## src/rtl/rr_vc_grant_arbiter_pkg.sv

```systemverilog
// rtl/rr_vc_grant_arbiter_pkg.sv - shared state codes and width helper for the VC arbiter slice
package rr_vc_grant_arbiter_pkg;

  localparam logic ST_IDLE = 1'b0;
  localparam logic ST_BUSY = 1'b1;

  // Index width for n entries; a single entry still gets a 1-bit index.
  function automatic int Log2(input int n);
    int r;
    r = 1;
    for (int i = 0; i < 5; i++) begin
      if ((1 << r) < n) r = r + 1;
    end
    return r;
  endfunction

endpackage

```

## src/rtl/rr_vc_pick.sv

```systemverilog
// rtl/rr_vc_pick.sv - combinational rotate-priority picker: first asserted req at or after the start index
module rr_vc_pick
  import rr_vc_grant_arbiter_pkg::*;
#(
  parameter int NUM_VC = 4,
  localparam int TOKEN_W = Log2(NUM_VC)
) (
  input  logic [NUM_VC-1:0]  req_i,
  input  logic [TOKEN_W-1:0] start_i,
  output logic [NUM_VC-1:0]  onehot_o,
  output logic [TOKEN_W-1:0] idx_o,
  output logic               found_o
);

  generate
    if (NUM_VC == 1) begin : g_single
      assign onehot_o = req_i;
      assign idx_o    = '0;
      assign found_o  = req_i[0];
    end else begin : g_multi
      localparam logic [TOKEN_W:0] NV = NUM_VC[TOKEN_W:0];
      logic [TOKEN_W:0] s;
      logic [TOKEN_W:0] c;

      always_comb begin
        onehot_o = '0;
        idx_o    = '0;
        found_o  = 1'b0;
        c        = '0;
        // An out-of-range token restarts the search at VC0.
        s = ({1'b0, start_i} >= NV) ? '0 : {1'b0, start_i};
        for (int i = 0; i < NUM_VC; i++) begin
          c = s + (TOKEN_W+1)'(i);
          if (c >= NV) c = c - NV;
          if (!found_o && req_i[c[TOKEN_W-1:0]]) begin
            found_o                   = 1'b1;
            idx_o                     = c[TOKEN_W-1:0];
            onehot_o[c[TOKEN_W-1:0]]  = 1'b1;
          end
        end
      end
    end
  endgenerate

endmodule

```

## src/rtl/rr_vc_grant_arbiter.sv

```systemverilog
// rtl/rr_vc_grant_arbiter.sv - round-robin VC arbiter with packet grant lock; RR_VC_ARB_GRANT_CNT_EN adds grant_cnt/abort_seen
module rr_vc_grant_arbiter
  import rr_vc_grant_arbiter_pkg::*;
#(
  parameter int NUM_VC = 4,
  localparam int TOKEN_W = Log2(NUM_VC)
) (
  input  logic               clk,
  input  logic               rst_n,
  input  logic [NUM_VC-1:0]  req,
  input  logic [TOKEN_W-1:0] token,
  input  logic               xfer,
  input  logic               tail,
`ifdef RR_VC_ARB_GRANT_CNT_EN
  output logic [15:0]        grant_cnt,
  output logic               abort_seen,
`endif
  output logic [NUM_VC-1:0]  grant,
  output logic               grant_valid,
  output logic [TOKEN_W-1:0] grant_id,
  output logic [NUM_VC-1:0]  grant_new
);

  logic               state_q, state_d;
  logic [NUM_VC-1:0]  grant_q, grant_d;
  logic [TOKEN_W-1:0] grant_id_q, grant_id_d;
  logic [NUM_VC-1:0]  grant_new_q, grant_new_d;

  logic [NUM_VC-1:0]  pick_onehot;
  logic [TOKEN_W-1:0] pick_idx;
  logic               pick_found;
  logic               withdrawn;
  logic               release_now;

  rr_vc_pick #(.NUM_VC(NUM_VC)) u_pick (
    .req_i    (req),
    .start_i  (token),
    .onehot_o (pick_onehot),
    .idx_o    (pick_idx),
    .found_o  (pick_found)
  );

  assign withdrawn = ~|(req & grant_q);

  always_ff @(posedge clk or negedge rst_n) begin
    if (!rst_n) begin
      state_q     <= ST_IDLE;
      grant_q     <= '0;
      grant_id_q  <= '0;
      grant_new_q <= '0;
    end else begin
      state_q     <= state_d;
      grant_q     <= grant_d;
      grant_id_q  <= grant_id_d;
      grant_new_q <= grant_new_d;
    end
  end

  // IDLE is treated as a permanently released grant so both states share the pick path.
  always_comb begin
    state_d     = state_q;
    grant_d     = grant_q;
    grant_id_d  = grant_id_q;
    grant_new_d = '0;
    if (state_q == ST_IDLE) release_now = 1'b1;
    else                    release_now = (xfer && tail) || withdrawn;
    if (release_now) begin
      if (pick_found) begin
        state_d     = ST_BUSY;
        grant_d     = pick_onehot;
        grant_id_d  = pick_idx;
        grant_new_d = pick_onehot;
      end else begin
        state_d    = ST_IDLE;
        grant_d    = '0;
        grant_id_d = '0;
      end
    end
  end

  always_comb begin
    grant       = grant_q;
    grant_valid = |grant_q;
    grant_id    = grant_id_q;
    grant_new   = grant_new_q;
  end

`ifdef RR_VC_ARB_GRANT_CNT_EN
  logic [15:0] grant_cnt_q;
  logic        abort_seen_q;

  always_ff @(posedge clk or negedge rst_n) begin
    if (!rst_n) begin
      grant_cnt_q  <= '0;
      abort_seen_q <= 1'b0;
    end else begin
      if (|grant_new_q) grant_cnt_q <= grant_cnt_q + 16'd1;
      if (state_q == ST_BUSY && withdrawn && !(xfer && tail)) abort_seen_q <= 1'b1;
    end
  end

  assign grant_cnt  = grant_cnt_q;
  assign abort_seen = abort_seen_q;
`endif

endmodule

```

## config.mk

```make
export PLATFORM = sky130hd
export DESIGN_NAME = rr_vc_grant_arbiter
export DESIGN_NICKNAME = d
export VERILOG_FILES = /design/src/rtl/rr_vc_grant_arbiter_pkg.sv /design/src/rtl/rr_vc_pick.sv /design/src/rtl/rr_vc_grant_arbiter.sv
export SDC_FILE = /design/constraint.sdc
export NUM_CORES = 1
export LEC_CHECK = 0
export BUFFER_PORTS_ARGS = -buffer_cell sky130_fd_sc_hd__buf_2
export CAP_MARGIN = 20
export CORE_UTILIZATION = 45
export CTS_BUF_LIST = sky130_fd_sc_hd__clkbuf_8
export DETAILED_ROUTE_END_ITERATION = 8
export HOLD_SLACK_MARGIN = 0.15
export PLACE_DENSITY = 0.8
export REMOVE_ABC_BUFFERS = 1
export SKIP_LAST_GASP = 1
export SYNTH_ARGS = -nofsm -noshare
export SYNTH_HDL_FRONTEND = slang
export SYNTH_HIERARCHICAL = 1
export SYNTH_SLANG_ARGS = --single-unit
```

## constraint.sdc

```tcl
create_clock -name clk -period 1.3 [get_ports clk]
set_clock_uncertainty 0.05 [all_clocks]
set_input_delay 0 -clock clk [delete_from_list [all_inputs] [get_ports clk]]
set_output_delay 0 -clock clk [all_outputs]
set_load 0.01 [all_outputs]
```

==> results of run 1 <==
==> layout make-up <==
class | count | share of cell area
Inverter | 9 | 0.0279
Multi-Input combinational cell | 61 | 0.449
Tap cell | 25 | 0.0241
Timing Repair Buffer | 45 | 0.253
Sequential cell | 11 | 0.212
Clock inverter | 1 | 0.00289
Clock buffer | 3 | 0.0318
==> state kept, by name, summed over array words and instances, names as in the netlist <==
register   flops
state_q        1
grant_new      4
grant_id       2
grant          4
==> cell families after synthesis <==
logic type                 Yosys count
muxes                               13
and+or+nand+nor                     23
buffers and inverters               13
adders and majority gates            5
AOI/OAI and AO/OA                   20
DFF                                 11
==> repair_timing <==
action                                 CTS  global route
hold buffers                             2             0
endpoints found under the hold margin   11             0
setup endpoints to repair               11            11
gates resized for setup                 16             7
buffers inserted                         1             4
pin swaps                                5             4
==> cells in the final DEF, fill, tap and decap left out, drive strengths merged, types with 4 or more instances in the layout <==
master / netlist / routed
buf: 3 / 43
dfrtp: 11 / 11
inv: 9 / 10
mux2i: 8 / 8
a22oi: 8 / 8
nand2: 7 / 7
and2b: 5 / 5
o21ai: 5 / 5
ha: 5 / 5
mux4: 4 / 4
==> critical path, cell delays in order <==
cell	delay (ns)
buf_8	0.09
buf_6	0.09
mux4_2	0.55
nor4b_4	0.45
a22oi_1	0.12
o21ai_1	0.14
nand2_1	0.09
and2b_1	0.19
==> metal layers <==
| layer | vias to the layer above | share of wire |
|---|---|---|
| met4 | 0 | 0.0075 |
| met3 | 2 | 0.036 |
| met1 | 422 | 0.38 |
| met2 | 28 | 0.57 |
| li1 | 400 | - |
| met5 | - | 0 |
==> worst paths after layout <==
kind | from | end
max reg2reg | grant[0] | grant[1]
max in group asynchronous | rst_n | state_q
min in group asynchronous | rst_n | grant[0]
min reg2reg | grant_id[0] | grant_id[0]
min | tail | state_q
max | token[0] | grant_new[2]
==> power by group through the flow <==
stage | clock [uW] | combinational, uW | sequential, uW
global route | 364 | 769 | 474
CTS | 338 | 663 | 466
floorplan | 0 | 308 | 501
global placement | 0 | 611 | 468
detailed placement | 0 | 630 | 471
finish | 344 | 709 | 464
==> through the flow <==
stage | setup slack, ns | area [um^2]
after floorplan | -0.413 | 852
after global placement | -0.497 | 1130
after detailed placement | -0.656 | 1130
after CTS | -0.266 | 1240
after global routing | -0.364 | 1300
final | -0.294 | 1300
==> results.cfg, run 1 <==
[layout]
multiInputGateArea_um2 = 583
ff_latch_area_um2 = 275
final_cells = 155
antenna_cells = 0
drive_gt1_frac = 0.477
utilization = 0.729
finalNetCount = 146
area_growth_syn_to_layout_pct = 46.1
fillers = 122

[power_and_ir_drop]
power.density_nw_per_um2 = 1170
p_leak_uw = 0.000660
comb_power_share = 0.467
p_seq_frac = 0.306
switching_share = 0.348
pwr-share-clk = 0.227
p_switching_uw = 528
vdd_drop_max_uv = 761
p_int_uw = 989
p_total_uw = 1520

[timing]
setup_viol = 11
hold_viol = 0
rsz0062_at_grt = true
setup_ws_ns = -0.294
relSlewSlack = 0.682
max_freq_mhz = 627
final_max_slew_viol_count = 0
setup_tns_ns = -2.55
fin_crit_ns = 1.59
period_share = 1.23
tightest_slew_ns = 0.476
hold_slack_ns = 0.157

[synthesis]
yosysSeqAreaShare = 0.309
synth_edf_count = 0
synth-main-ff-cell = dfrtp_1
synth_largest_area_cell = dfrtp_1
yosys_warnings = 6
synth-simple-area-share = 0.160
synthArstFlopShare = 1.00
synth_xor_area_frac = 0
post_synth_num_cell_types = 27
yosys.area.top_type_share = 0.309
synth_commonest_cells = 11 x dfrtp_1, 9 x inv_1, 8 x a22oi_1, 8 x mux2i_1, 7 x nand2_1
ys_top_cells_by_area = dfrtp_1 31%, mux2i_1 9.0%, ha_1 7.0%
yosysMostFrequentCell = dfrtp_1
synth_area_um2 = 890
avgSynthCellArea_um2 = 10.5
synth_compound_area_frac = 0.167
synth_fa_ha_area_frac = 0.0703
synth_top_family_by_area = multiplexers
syn_inst = 85
synthMuxAreaShare = 0.212
ys_ff_latch = 11

[global_routing]
busiest_layer = met2
grt_pass1_wl_um = 3530
grt_max_degree = 12
grt_pass1_vias = 834
grtUsageMet3 = 0.0431
grt_overflow = 0
antenna_found_initial = 0
grtUsageTotal = 0.232
use_met1 = 0.254
met2_usage = 0.419

[clocking]
path_clk_slew_ns = 0.05
clock_latency_ns = 0.24
cts_max_path_buffers = 2
ctsRootBufferMaster = clkbuf_8
cts_tree = done
cts_buffers = 3
clock-sinks = 11
htree_levels = 1

[placement]
dp.cells = 144
dp_hpwl_um = 1710
gp_congestion = 0.844
numPortBuffers = 20

[critical_path]
cp_max_fo = 5
critPathCaptureType = register
path_class = input pin to register
critPathArrivalTime_ns = 1.72
start_kind = input pin
rrSetupSlack_ns = -0.06
worst_r2r_path_depth = 4
cp_data_required_time_ns = 1.43

[floorplanning]
fp.dieH_um = 46.5
std_cell_rows = 15
dieArea_um2 = 2160
io_pins = 21
initial_core_util = 0.499
coreArea_um2 = 1780
fp.dieW_um = 46.5

[routing]
wirelength_um = 2400
drc = 0
drtIter0Drc = 20
ant_nets = 0
firstDrtPassIters = 4
via_per_inst = 5.50
detail_route.wl_per_cell_um = 15.5
routed-via-count = 852

[outcome]
outcome = complete, but fails checks
violations = setup timing

[flow_run]
drv_cap = 0

[min_path]
hold_path_class = input pin to register
whs_path_depth = 5
No activity file was read; power rests on OpenSTA's default activity.
==> run 2: changes to the inputs <==
- ABC_AREA: not set -> 1
- PLACE_DENSITY: 0.8 -> 0.79
==> run 2 against run 1 <==
The flow now finishes without violations. Synthesized cell count increased by 59%. Sequential cell count is the same. Routed wire length rose by 9.7%. Clock power decreased by 2%. Combinational power is 3.2% lower. Die area increased by 6.1%. Worst hold slack worse by 0.024 ns. Non-clock buffer count fell by 6. Largest cell class unchanged. Largest power group unchanged.
==> results.cfg, run 2 <==
[flow_run]
drv_cap = 0

[synthesis]
avgSynthCellArea_um2 = 7.01
yosysMostFrequentCell = nand2_1
yosys.area.top_type_share = 0.291
syn_inst = 135
post_synth_num_cell_types = 18
synth_area_um2 = 946
synth_commonest_cells = 39 x nand2_1, 20 x inv_1, 20 x nand3_1
ys_top_cells_by_area = dfrtp_1 29%, nand2_1 15%, nand3_1 11%
yosys_warnings = 6
synth_largest_area_cell = dfrtp_1
synth_edf_count = 0
yosysSeqAreaShare = 0.291
synth-main-ff-cell = dfrtp_1
ys_ff_latch = 11
synthArstFlopShare = 1.00

[layout]
antenna_cells = 0
finalNetCount = 193
drive_gt1_frac = 0.379
final_common_cell = nand2_1
mostFrequentLayoutCells = 34 x nand2_1, 20 x nand3_1, 18 x buf_2
stdcell_area_um2 = 1320
fillers = 174
ff_latch_area_um2 = 275
utilization = 0.671
area_growth_syn_to_layout_pct = 39.2
multiInputGateArea_um2 = 607

[critical_path]
crit_top_cell = nand2_2
cp_slowest_cell = ha_4
critPathCaptureType = register
worst_r2r_path_depth = 5
path_class = input pin to register
critPathMaxStageDelay_ns = 0.30
start_kind = input pin
cp_data_required_time_ns = 1.36
cp_max_fo = 7
cp_cell_sequence = buf_6, inv_2, ha_4, inv_4, nand2_2, nand2_2, nor2_4, nand4_1, buf_4, inv_1, nand2_1
critPathArrivalTime_ns = 1.29

[clocking]
path_clk_slew_ns = 0.05
cts_tree = done
cts_buffers = 3
cts_max_path_buffers = 2
ctsRootBufferMaster = clkbuf_8
htree_levels = 1
clock_latency_ns = 0.24
clock-sinks = 11

[placement]
dpl_cell_area_um2 = 1180
dp_hpwl_um = 1740
numPortBuffers = 20
gp_congestion = 0.898

[outcome]
outcome = finished, final reports clean

[global_routing]
grt_max_degree = 12
grt_overflow = 0
grt_pass1_wl_um = 3900
antenna_found_initial = 0
grt_pass1_vias = 889
grtUsageTotal = 0.244

[routing]
routed-via-count = 1077
drc = 0
wirelength_um = 2630
drtIter0Drc = 48
detail_route.wl_per_cell_um = 12.9
firstDrtPassIters = 4
ant_nets = 0
via_per_inst = 5.28

[timing]
max_freq_mhz = 818
period_share = 0.941
hold_slack_ns = 0.133
final_max_slew_viol_count = 0
setup_viol = 0
hold_viol = 0
tightest_slew_ns = 0.271
fin_crit_ns = 1.22
relSlewSlack = 0.818

[power_and_ir_drop]
p_switching_uw = 595
power.density_nw_per_um2 = 1140
p_int_uw = 910
vdd_drop_max_uv = 657
p_leak_uw = 0.000781
p_seq_frac = 0.319
switching_share = 0.395
comb_power_share = 0.456
pwr-share-clk = 0.225

[floorplanning]
fp.dieH_um = 47.8
initial_core_util = 0.482
dieArea_um2 = 2290
coreArea_um2 = 1960
fp.dieW_um = 47.8
std_cell_rows = 16
io_pins = 21

[min_path]
hold_path_class = input pin to asynchronous set/reset pin
[run 2: metrics by stage]
stage                     power (uW)  cells  setup slack [ns]  setup TNS (ns)
after floorplan                  855    134            -0.148           -1.44
after global placement          1090    196            -0.198           -1.76
after detailed placement        1100    196            -0.237           -2.08
after CTS                       1460    204            0.0101               0
after global routing            1630    204           -0.0350          -0.163
final                           1500    204            0.0768               0
[run 2: layout make-up]
class,instances,share of cell area
tap,27,0.0257
clock buffer,3,0.0314
clock inverter,1,0.00285
sequential,11,0.209
timing repair buffer,39,0.205
inverter,22,0.0646
multi-input combinational,101,0.461
[run 2: kinds of logic after synthesis]
family | count (synthesis) | share of synthesized area
flops | 11 | 0.291
buf+inv | 23 | 0.0992
compound gates | 13 | 0.106
simple gates | 83 | 0.438
fa+ha+maj | 5 | 0.0661
[run 2: path summary, 6_finish.rpt]
| check | endpoint | slack [ns] | start |
|---|---|---|---|
| worst max-delay path | state_q | 0.08 | token[0] |
| worst min-delay path | grant_new[1] | 0.13 | rst_n |
| worst max register to register | grant_new[1] | 0.13 | grant[1] |
| worst min register to register | grant_id[0] | 0.45 | grant_id[0] |
| max in group asynchronous | grant[0] | 0.87 | rst_n |
| min in group clk | state_q | 0.17 | req[0] |
[run 2: worst max-delay path: cells and delay by family]
kind / cells / cell delay [ns]
AND/OR/NAND/NOR: 5 / 0.55
adder cells (fa/ha/maj): 1 / 0.30
buffers and inverters: 5 / 0.43
[run 2: per-layer routing]
layer	up-vias	global-route usage	share of wire
met3	9	0.0453	0.063
met5	-	0	0
met1	492	0.309	0.41
met2	55	0.422	0.51
li1	521	-	-
met4	0	0.0667	0.019
[run 2: timing repair]
item,in CTS,in global routing
hold endpoints to repair,20,0
hold buffers,4,0
resized for setup,0,16
endpoints found under the setup margin,0,21
buffers inserted,0,1
[run 2: power by group through the flow]
stage	Combinational, uW	Sequential, uW	Clock [uW]
floorplan	342	512	0
global placement	608	478	0
detailed placement	619	482	0
CTS	639	478	340
global route	773	491	367
finish	686	479	338
==> run 3: changes to the inputs <==
- PLACE_DENSITY: 0.79 -> 0.8
- SETUP_SLACK_MARGIN: not set -> 0.3
- SYNTH_HIERARCHICAL: 1 -> not set
==> run 3 against run 2 <==
The flow now finishes with violations (setup timing). Synthesized area shrank 9.1%. Die area shrank 8.7%. Critical path type is now register to output pin. Combinational power grew 15%. Routed wire length grew 12%.
==> results.cfg, run 3 <==
[outcome]
outcome = complete, but fails checks
violations = setup timing

[placement]
dp.cells = 177
numPortBuffers = 20
dp_hpwl_um = 1550
gp_congestion = 0.936

[clocking]
cts_tree = done
path_clk_slew_ns = 0.05
htree_levels = 1
clock_latency_ns = 0.23
cts_max_path_buffers = 2
ctsRootBufferMaster = clkbuf_8
cts_buffers = 3
clock-sinks = 11

[synthesis]
post_synth_num_cell_types = 17
yosys_warnings = 0
yosysSeqAreaShare = 0.320
ys_ff_latch = 11
yosys.area.top_type_share = 0.320
synth_commonest_cells = 48 x nand2_1, 16 x nand3_1, 12 x inv_1
synth_largest_area_cell = dfrtp_1
synth-main-ff-cell = dfrtp_1
synth_area_um2 = 860
synthArstFlopShare = 1.00
syn_inst = 122
synth_edf_count = 0
ys_top_cells_by_area = dfrtp_1 32%, nand2_1 21%, ha_1 10%
yosysMostFrequentCell = nand2_1
avgSynthCellArea_um2 = 7.05

[timing]
fin_crit_ns = 1.32
period_share = 1.01
max_freq_mhz = 760
tightest_slew_ns = 0.274
setup_ws_ns = -0.0156
relSlewSlack = 0.817
final_max_slew_viol_count = 0
hold_viol = 0
setup_tns_ns = -0.0156
setup_viol = 1
rsz0062_at_grt = true

[layout]
area_growth_syn_to_layout_pct = 51.5
final_cells = 189
mostFrequentLayoutCells = 34 x nand2_1, 18 x buf_2, 13 x nand2_2, 13 x buf_4, 12 x nand3_1
antenna_cells = 0
final_common_cell = nand2_1
drive_gt1_frac = 0.476
finalNetCount = 182

[global_routing]
grtUsageTotal = 0.251
grt_pass1_vias = 879
grt_max_degree = 12
grt_overflow = 0
antenna_found_initial = 0
grt_pass1_wl_um = 3770

[min_path]
hold_path_class = input pin to register

[routing]
drc = 0
detail_route.wl_per_cell_um = 15.6
wirelength_um = 2960
ant_nets = 0
drtIter0Drc = 47
routed-via-count = 1066
via_per_inst = 5.64
firstDrtPassIters = 4

[critical_path]
critPathCaptureType = output pin
cp_data_required_time_ns = 1.25
path_class = register to output pin
cp_max_fo = 2
critPathArrivalTime_ns = 1.27
start_kind = register

[flow_run]
drv_cap = 0

[floorplanning]
fp.dieW_um = 45.7
initial_core_util = 0.487
std_cell_rows = 15
coreArea_um2 = 1760
dieArea_um2 = 2090
fp.dieH_um = 45.7
io_pins = 21

[power_and_ir_drop]
vdd_drop_max_uv = 900
p_leak_uw = 0.000745
power.density_nw_per_um2 = 1210
-- run 3: changes by cell type in the layout (fill, tap and decap cells not counted), moves of 2 or more --
cell and delta:
inv_1 -11, nand3_2 +4, nor2_4 +2, inv_2 +3, nand3_1 -8, nand4_1 -2
nand2_4 +4, a21oi_1 -4, ha_1 +2
-- run 3: cell type report --
| class | instances | area [um^2] |
|---|---|---|
| inverters | 14 | 57.6 |
| clock inverters | 1 | 3.75 |
| well taps | 25 | 31.3 |
| flip-flops and latches | 11 | 277 |
| multi-input cells | 97 | 628 |
| repair buffers | 38 | 264 |
| clock buffers | 3 | 41.3 |
| fillers | 130 | 462 |
-- run 3: stage by stage --
stage               setup WS, ns  hold slack, ns   util  power [uW]  cell area [um^2]
finish                   -0.0156           0.175  0.738        1580              1300
global placement          -0.128          -0.178  0.602         976              1060
global route             -0.0428           0.201  0.738        1680              1300
CTS                     -0.00955           0.198  0.687        1420              1210
floorplan                 0.0139          -0.346      -         777               848
detailed placement        -0.148          -0.179  0.602         986              1060
-- run 3: where the power goes --
group	internal [uW]	total, uW	switching, uW
registers	423	469	46.8
logic	326	791	466
clock network	206	321	115
total	954	1580	627
-- run 3: final timing paths --
path | startpoint | to | slack (ns) | depth (start not counted)
min in group asynchronous | rst_n | grant[1] | 0.68 | 3
min reg2reg | grant_id[0] | grant_id[0] | 0.43 | 2
max reg2reg | grant[0] | grant[0] | 0.03 | 7
max in group asynchronous | rst_n | grant[3] | 0.36 | 3
min | xfer | grant_new[1] | 0.17 | 5
max | grant[0] | grant_valid | -0.02 | 2
-- run 3: layer usage --
metal | part of all wire | GRT usage
met1 | 0.38 | 0.314
met2 | 0.50 | 0.420
met3 | 0.083 | 0.0833
met4 | 0.037 | 0.0529
met5 | 0 | 0
-- run 3: logic make-up (layout without fill, tap and decap cells) --
| family | after synthesis | count (layout) | synth area share |
|---|---|---|---|
| DFF | 11 | 11 | 0.320 |
| adders and majority gates | 7 | 7 | 0.102 |
| buffers and inverters | 15 | 56 | 0.0742 |
| and+or+nand+nor | 80 | 81 | 0.437 |
| AOI/OAI and AO/OA | 9 | 9 | 0.0670 |
-- run 3: critical path, cell delays in order, from the launching register on --
cell and delay [ns]:
dfrtp_1 0.37, or4_1 0.51, buf_2 0.15
-- run 3: timing repair --
action	4_1_cts	5_1_grt
endpoints found under the hold margin	11	0
pin swaps	6	3
hold buffers	2	0
gates resized for setup	16	28
gates cloned	1	0
setup buffers	4	1
endpoints found under the setup margin	12	24
